`src/rtl/bin_search_pkg.sv`:
```
// Shared types for the binary-search engine: FSM state encoding and the legal
// range of the RAM read latency parameter.
package bin_search_pkg;

   typedef enum logic [2:0] {
      S_IDLE,
      S_ISSUE,
      S_WAIT,
      S_COMPARE,
      S_DONE
   } search_state_t;

   localparam int RD_LAT_MIN = 1;
   localparam int RD_LAT_MAX = 4;

endpackage

```
`src/rtl/bin_search_dp.sv`:
```
// Search datapath: low/high window, probe address, target latch, probe counter and result.
// Registers update only on the load/issue/compare strobes from the controlling FSM.
module bin_search_dp
   import bin_search_pkg::*;
#(
   parameter int DATA_W = 8,
   parameter int ADDR_W = 5
) (
   input  logic              clk,
   input  logic              reset,
   input  logic              load,
   input  logic              issue,
   input  logic              cmp,
   input  logic [DATA_W-1:0] target,
   input  logic [DATA_W-1:0] rd_data,
   output logic [ADDR_W-1:0] mid,
   output logic              cmp_end,
   output logic              found,
   output logic [ADDR_W-1:0] index,
   output logic [ADDR_W:0]   probes
);

   localparam logic [ADDR_W-1:0] ADDR_ONE  = 1;
   localparam logic [ADDR_W:0]   PROBE_ONE = 1;

   logic [ADDR_W-1:0] low_q, low_d, high_q, high_d, index_q, index_d;
   logic [DATA_W-1:0] tgt_q, tgt_d;
   logic [ADDR_W:0]   probes_q, probes_d;
   logic              found_q, found_d;
   logic [ADDR_W:0]   sum;
   logic              eq, lt;

   // Sum is one bit wider so low+high cannot overflow before the halving.
   assign sum = {1'b0, low_q} + {1'b0, high_q};
   assign mid = sum[ADDR_W:1];

   assign eq      = (rd_data == tgt_q);
   assign lt      = (tgt_q < rd_data);
   assign cmp_end = eq | (lt ? (mid == low_q) : (mid == high_q));

   always_comb begin
      low_d    = low_q;
      high_d   = high_q;
      tgt_d    = tgt_q;
      probes_d = probes_q;
      found_d  = found_q;
      index_d  = index_q;
      if (load) begin
         tgt_d    = target;
         low_d    = '0;
         high_d   = '1;
         probes_d = '0;
         found_d  = 1'b0;
         index_d  = '0;
      end else begin
         if (issue) probes_d = probes_q + PROBE_ONE;
         // Window edges move only when the probe is not already at that edge.
         if (cmp) begin
            if (eq) begin
               found_d = 1'b1;
               index_d = mid;
            end else if (lt) begin
               if (mid != low_q) high_d = mid - ADDR_ONE;
            end else begin
               if (mid != high_q) low_d = mid + ADDR_ONE;
            end
         end
      end
   end

   always_ff @(posedge clk) begin
      if (reset) begin
         low_q    <= '0;
         high_q   <= '0;
         tgt_q    <= '0;
         probes_q <= '0;
         found_q  <= 1'b0;
         index_q  <= '0;
      end else begin
         low_q    <= low_d;
         high_q   <= high_d;
         tgt_q    <= tgt_d;
         probes_q <= probes_d;
         found_q  <= found_d;
         index_q  <= index_d;
      end
   end

   assign found  = found_q;
   assign index  = index_q;
   assign probes = probes_q;

endmodule

```
`src/rtl/bin_search_engine.sv`:
```
// Binary search of a sorted sync RAM; each probe costs RD_LAT+1 cycles, result held in
// DONE until start drops, start/target ignored while busy.
module bin_search_engine
   import bin_search_pkg::*;
#(
   parameter int DATA_W = 8,
   parameter int ADDR_W = 5,
   parameter int RD_LAT = 1
) (
   input  logic              clk,
   input  logic              reset,
   input  logic              start,
   input  logic [DATA_W-1:0] target,
   output logic [ADDR_W-1:0] rd_addr,
   input  logic [DATA_W-1:0] rd_data,
   output logic              busy,
   output logic              done,
   output logic              found,
   output logic [ADDR_W-1:0] index,
   output logic [ADDR_W:0]   probes
);

   if (RD_LAT < RD_LAT_MIN || RD_LAT > RD_LAT_MAX) begin : g_bad_rd_lat
      $error("bin_search_engine: RD_LAT must be in 1..4");
   end

   localparam logic [1:0] WAIT_INIT = 2'((RD_LAT > 1) ? RD_LAT - 2 : 0);

   search_state_t     state_q, state_d;
   logic [1:0]        wait_cnt_q, wait_cnt_d;
   logic              load, issue, cmp, cmp_end;
   logic [ADDR_W-1:0] mid;

   always_ff @(posedge clk) begin
      if (reset) begin
         state_q    <= S_IDLE;
         wait_cnt_q <= '0;
      end else begin
         state_q    <= state_d;
         wait_cnt_q <= wait_cnt_d;
      end
   end

   always_comb begin
      state_d    = state_q;
      wait_cnt_d = wait_cnt_q;
      case (state_q)
         S_IDLE:    if (start) state_d = S_ISSUE;
         S_ISSUE: begin
            wait_cnt_d = WAIT_INIT;
            state_d    = (RD_LAT > 1) ? S_WAIT : S_COMPARE;
         end
         S_WAIT: begin
            if (wait_cnt_q == 2'd0) state_d = S_COMPARE;
            else                    wait_cnt_d = wait_cnt_q - 2'd1;
         end
         S_COMPARE: state_d = cmp_end ? S_DONE : S_ISSUE;
         S_DONE:    if (!start) state_d = S_IDLE;
         default:   state_d = S_IDLE;
      endcase
   end

   always_comb begin
      busy    = 1'b0;
      done    = 1'b0;
      load    = 1'b0;
      issue   = 1'b0;
      cmp     = 1'b0;
      rd_addr = '0;
      case (state_q)
         S_IDLE:    load = start;
         S_ISSUE: begin
            busy    = 1'b1;
            issue   = 1'b1;
            rd_addr = mid;
         end
         S_WAIT: begin
            busy    = 1'b1;
            rd_addr = mid;
         end
         S_COMPARE: begin
            busy    = 1'b1;
            cmp     = 1'b1;
            rd_addr = mid;
         end
         S_DONE:    done = 1'b1;
         default:   ;
      endcase
   end

   bin_search_dp #(
      .DATA_W (DATA_W),
      .ADDR_W (ADDR_W)
   ) u_dp (
      .clk     (clk),
      .reset   (reset),
      .load    (load),
      .issue   (issue),
      .cmp     (cmp),
      .target  (target),
      .rd_data (rd_data),
      .mid     (mid),
      .cmp_end (cmp_end),
      .found   (found),
      .index   (index),
      .probes  (probes)
   );

endmodule
```
`config.mk`:
```
export PLATFORM = sky130hd
export DESIGN_NAME = bin_search_engine
export DESIGN_NICKNAME = d
export VERILOG_FILES = /design/src/rtl/bin_search_pkg.sv /design/src/rtl/bin_search_dp.sv /design/src/rtl/bin_search_engine.sv
export SDC_FILE = /design/constraint.sdc
export NUM_CORES = 1
export LEC_CHECK = 0
export ABC_AREA = 1
export BUFFER_PORTS_ARGS = -buffer_cell sky130_fd_sc_hd__buf_4
export CAP_MARGIN = 10
export CELL_PAD_IN_SITES_DETAIL_PLACEMENT = 1
export CELL_PAD_IN_SITES_GLOBAL_PLACEMENT = 2
export CORE_MARGIN = 1.5
export CORE_UTILIZATION = 25
export DETAILED_ROUTE_END_ITERATION = 10
export GPL_TIMING_DRIVEN = 0
export PLACE_DENSITY_LB_ADDON = 0.2
export SETUP_SLACK_MARGIN = 0.5
export SLEW_MARGIN = 5
export SYNTH_ARGS = -nofsm -noshare
export SYNTH_HDL_FRONTEND = slang
export SYNTH_SLANG_ARGS = --single-unit
```
`constraint.sdc`:
```
create_clock -name clk -period 2.2 [get_ports clk]
set_clock_uncertainty 0.15 [all_clocks]
set_input_delay 0.33 -clock clk [delete_from_list [all_inputs] [get_ports clk]]
set_output_delay 0.33 -clock clk [all_outputs]
set_load 0.01 [all_outputs]
```
==> flow_summary.json <==
{
  "grt_pass1_wl_um": 12200,
  "relSlewSlack_pct": 63.7,
  "placedCellCount": 470,
  "synth_top_area_share_pct": 31.2,
  "root_buffer": "clkbuf_8",
  "ff2ff_path_depth": 13,
  "via_per_inst": 4.63,
  "leakage_nw": 1.56,
  "drc": 0,
  "core.rowCount": 34,
  "tightest_slew_ps": 544,
  "ir_drop_v": 0.000284,
  "ys.flop_type": "dfxtp_1",
  "drive_gt1_share_pct": 41.5,
  "track_usage_pct": 15.8,
  "cap_violations": 0,
  "finalSetupViolCount": 14,
  "max_freq_ghz": 0.432,
  "fillers": 1075,
  "synth_edf_count": 0,
  "postSynthAreaPerCell_sq_um": 6.91,
  "io_buffer_count": 37,
  "hold_buffers": 0,
  "path_clk_slew_ps": 80,
  "ys_async_sr_fraction_pct": 0,
  "synth_top_area_cell": "dfxtp_1",
  "synth_nets": 361,
  "final-hold-violation-count": 0,
  "multi_input_area_sq_um": 1700,
  "cts_tree": "done",
  "violations": "negative setup slack",
  "outcome": "finished with violations",
  "synthTopCellsByArea": "dfxtp_1 (31%), nand2_1 (12%), ha_1 (8.9%), inv_1 (7.0%), nand3_1 (6.5%)",
  "clock_latency_ps": 290,
  "syn_to_final_growth_pct": 54.4,
  "synth_seq_cells": 35,
  "drv_slew": 0,
  "drtIter0Drc": 46,
  "r2r_slack_ps": -120,
  "detail-route-antenna-nets": 0,
  "diodes": 0,
  "cts-buffers-inserted": 5,
  "period_minus_slack_ps": 2320,
  "synth.most_common_cell": "nand2_1",
  "cp-start-kind": "register",
  "num_vias": 2361,
  "hp-class": "in -> reg",
  "yosys_warnings": 0,
  "period_share_pct": 105,
  "synth_area_sq_um": 2240,
  "synth_common_cells": "nand2_1 (69), inv_1 (42), nor2_1 (37)",
  "holdPathStages": 2,
  "drt_pass1_iterations": 4,
  "fin_cells": 510,
  "final-seq-area_sq_um": 738,
  "hpwlAfterDp_um": 5090,
  "crit_type": "reg -> reg",
  "top_level_ports": 38,
  "timing.final.ws_setup_ps": -116,
  "cp-end-kind": "register",
  "critPathMaxFanout": 6,
  "grt_max_degree": 12,
  "synth-seq-area-share_pct": 31.2,
  "finalNetCount": 437,
  "preCtsSetupSlack_ps": -211,
  "grt_pass1_vias": 2554,
  "syn_inst": 325,
  "dieArea_sq_um": 9560,
  "initial_core_util_pct": 25.7,
  "routed_wl_um": 7130,
  "antenna_found_initial": 0,
  "clockBufferDepth": 2,
  "avgRoutedWirePerCell_um": 14.0,
  "h-tree-depth": 2,
  "arrival_ps": 2390,
  "synth_cell_types": 31,
  "rsz0062_at_grt": "yes",
  "die_h_um": 97.8,
  "place.gp.congestion": 0.797,
  "die_w_um": 97.8,
  "clock_sinks": 35,
  "crit_required_ps": 2270,
  "core-area_sq_um": 8720,
  "grt_overflow_total": 0,
  "p_per_area_nw_per_um2": 628
}
==> cells by family after synthesis <==
logic type               after synthesis  synth area share [%]
AO/OA/AOI/OAI                         48                  11.7
flip-flops                            35                  31.2
buffers and inverters                 50                  8.75
AND/OR/NAND/NOR                      161                  32.4
XOR/XNOR                              14                  6.13
adder cells (fa/ha/maj)               17                  9.81
==> per-stage QoR <==
step	power [mW]	instance area [sq um]	util, %	hold slack [ps]	TNS [ps]
after floorplan	1.19	2340	-	249	0
after global placement	1.38	2760	31.6	287	-1830
after detailed placement	1.39	2760	31.6	302	-1940
after CTS	2.15	3300	37.8	70.9	-1480
after global routing	2.33	3470	39.7	71.0	-3090
final	2.18	3470	39.7	71.3	-1240
==> area by class of cell <==
class                      instances  share of cell area [%]
buffer                             5                    1.34
clock buffer                       6                    2.38
clock inverter                     2                    1.01
inverter                          45                    5.16
multi-input combinational        240                    48.9
sequential                        35                    21.3
tap                              108                    3.90
timing repair buffer              69                    16.0
==> layer usage <==
metal	vias up	routed length [um]	GRT usage, %
met4	0	74	4.29
met2	25	3550	28.2
met5	-	0	0
met1	1120	3340	20.0
met3	8	174	2.15
li1	1208	-	-
==> layout by cell type, fill, tap and decap left out, drive strengths merged, types with 3 or more instances in the layout <==
cell / Yosys / routed
nor3: 5 / 5
ha: 16 / 16
xor2: 11 / 11
a21oi: 26 / 26
clkbuf: 3 / 10
and3: 3 / 3
nand4: 7 / 7
o21ai: 18 / 18
nand2: 74 / 74
xnor2: 3 / 3
dfxtp: 35 / 35
nor2: 37 / 37
inv: 44 / 44
nand3: 30 / 30
buf: 2 / 70
==> worst max-delay path: stages (launching register included) <==
cell     delay, ps
dfxtp_4        360
nand2_2         60
inv_2           40
fa_2           370
or2_4          270
nand2_8         90
xor2_4         150
and3_1         160
nand4_1        130
nand2_2        170
nand2_4        100
nand2_1         70
nand2_1         40
nor2_1          80
==> path summary, 6_finish.rpt <==
kind / start / endpoint
worst max-delay path: u_dp.high_q[0]$_SDFFE_PP0P_ / u_dp.high_q[4]$_SDFFE_PP0P_
worst min-delay path: reset / state_q[2]$_SDFFE_PP0P_
worst max register to register: u_dp.high_q[0]$_SDFFE_PP0P_ / u_dp.high_q[4]$_SDFFE_PP0P_
worst min register to register: wait_cnt_q[0]$_SDFFE_PP0P_ / wait_cnt_q[0]$_SDFFE_PP0P_
==> timing repair <==
| item | 4_1_cts | 5_1_grt |
|---|---|---|
| buffers inserted | 26 | 5 |
| pin swaps | 31 | 15 |
| gates cloned | 1 | 0 |
| setup endpoints to repair | 25 | 36 |
| resized for setup | 65 | 39 |
==> sequential cells by signal (all words and copies together) (netlist names) <==
signal and flops:
u_dp.high_q 5, state_q 3, u_dp.low_q 5, u_dp.probes 6, u_dp.index 5, u_dp.tgt_q 8
u_dp.found 1, wait_cnt_q 2
==> report_power, final <==
part	internal, mW	leakage [nW]	total [mW]	switching, mW
logic	0.366	1.20	0.822	0.456
registers	0.680	0.294	0.740	0.0594
clock network	0.367	0.0612	0.614	0.247
Power figures use the tool's default switching activity.
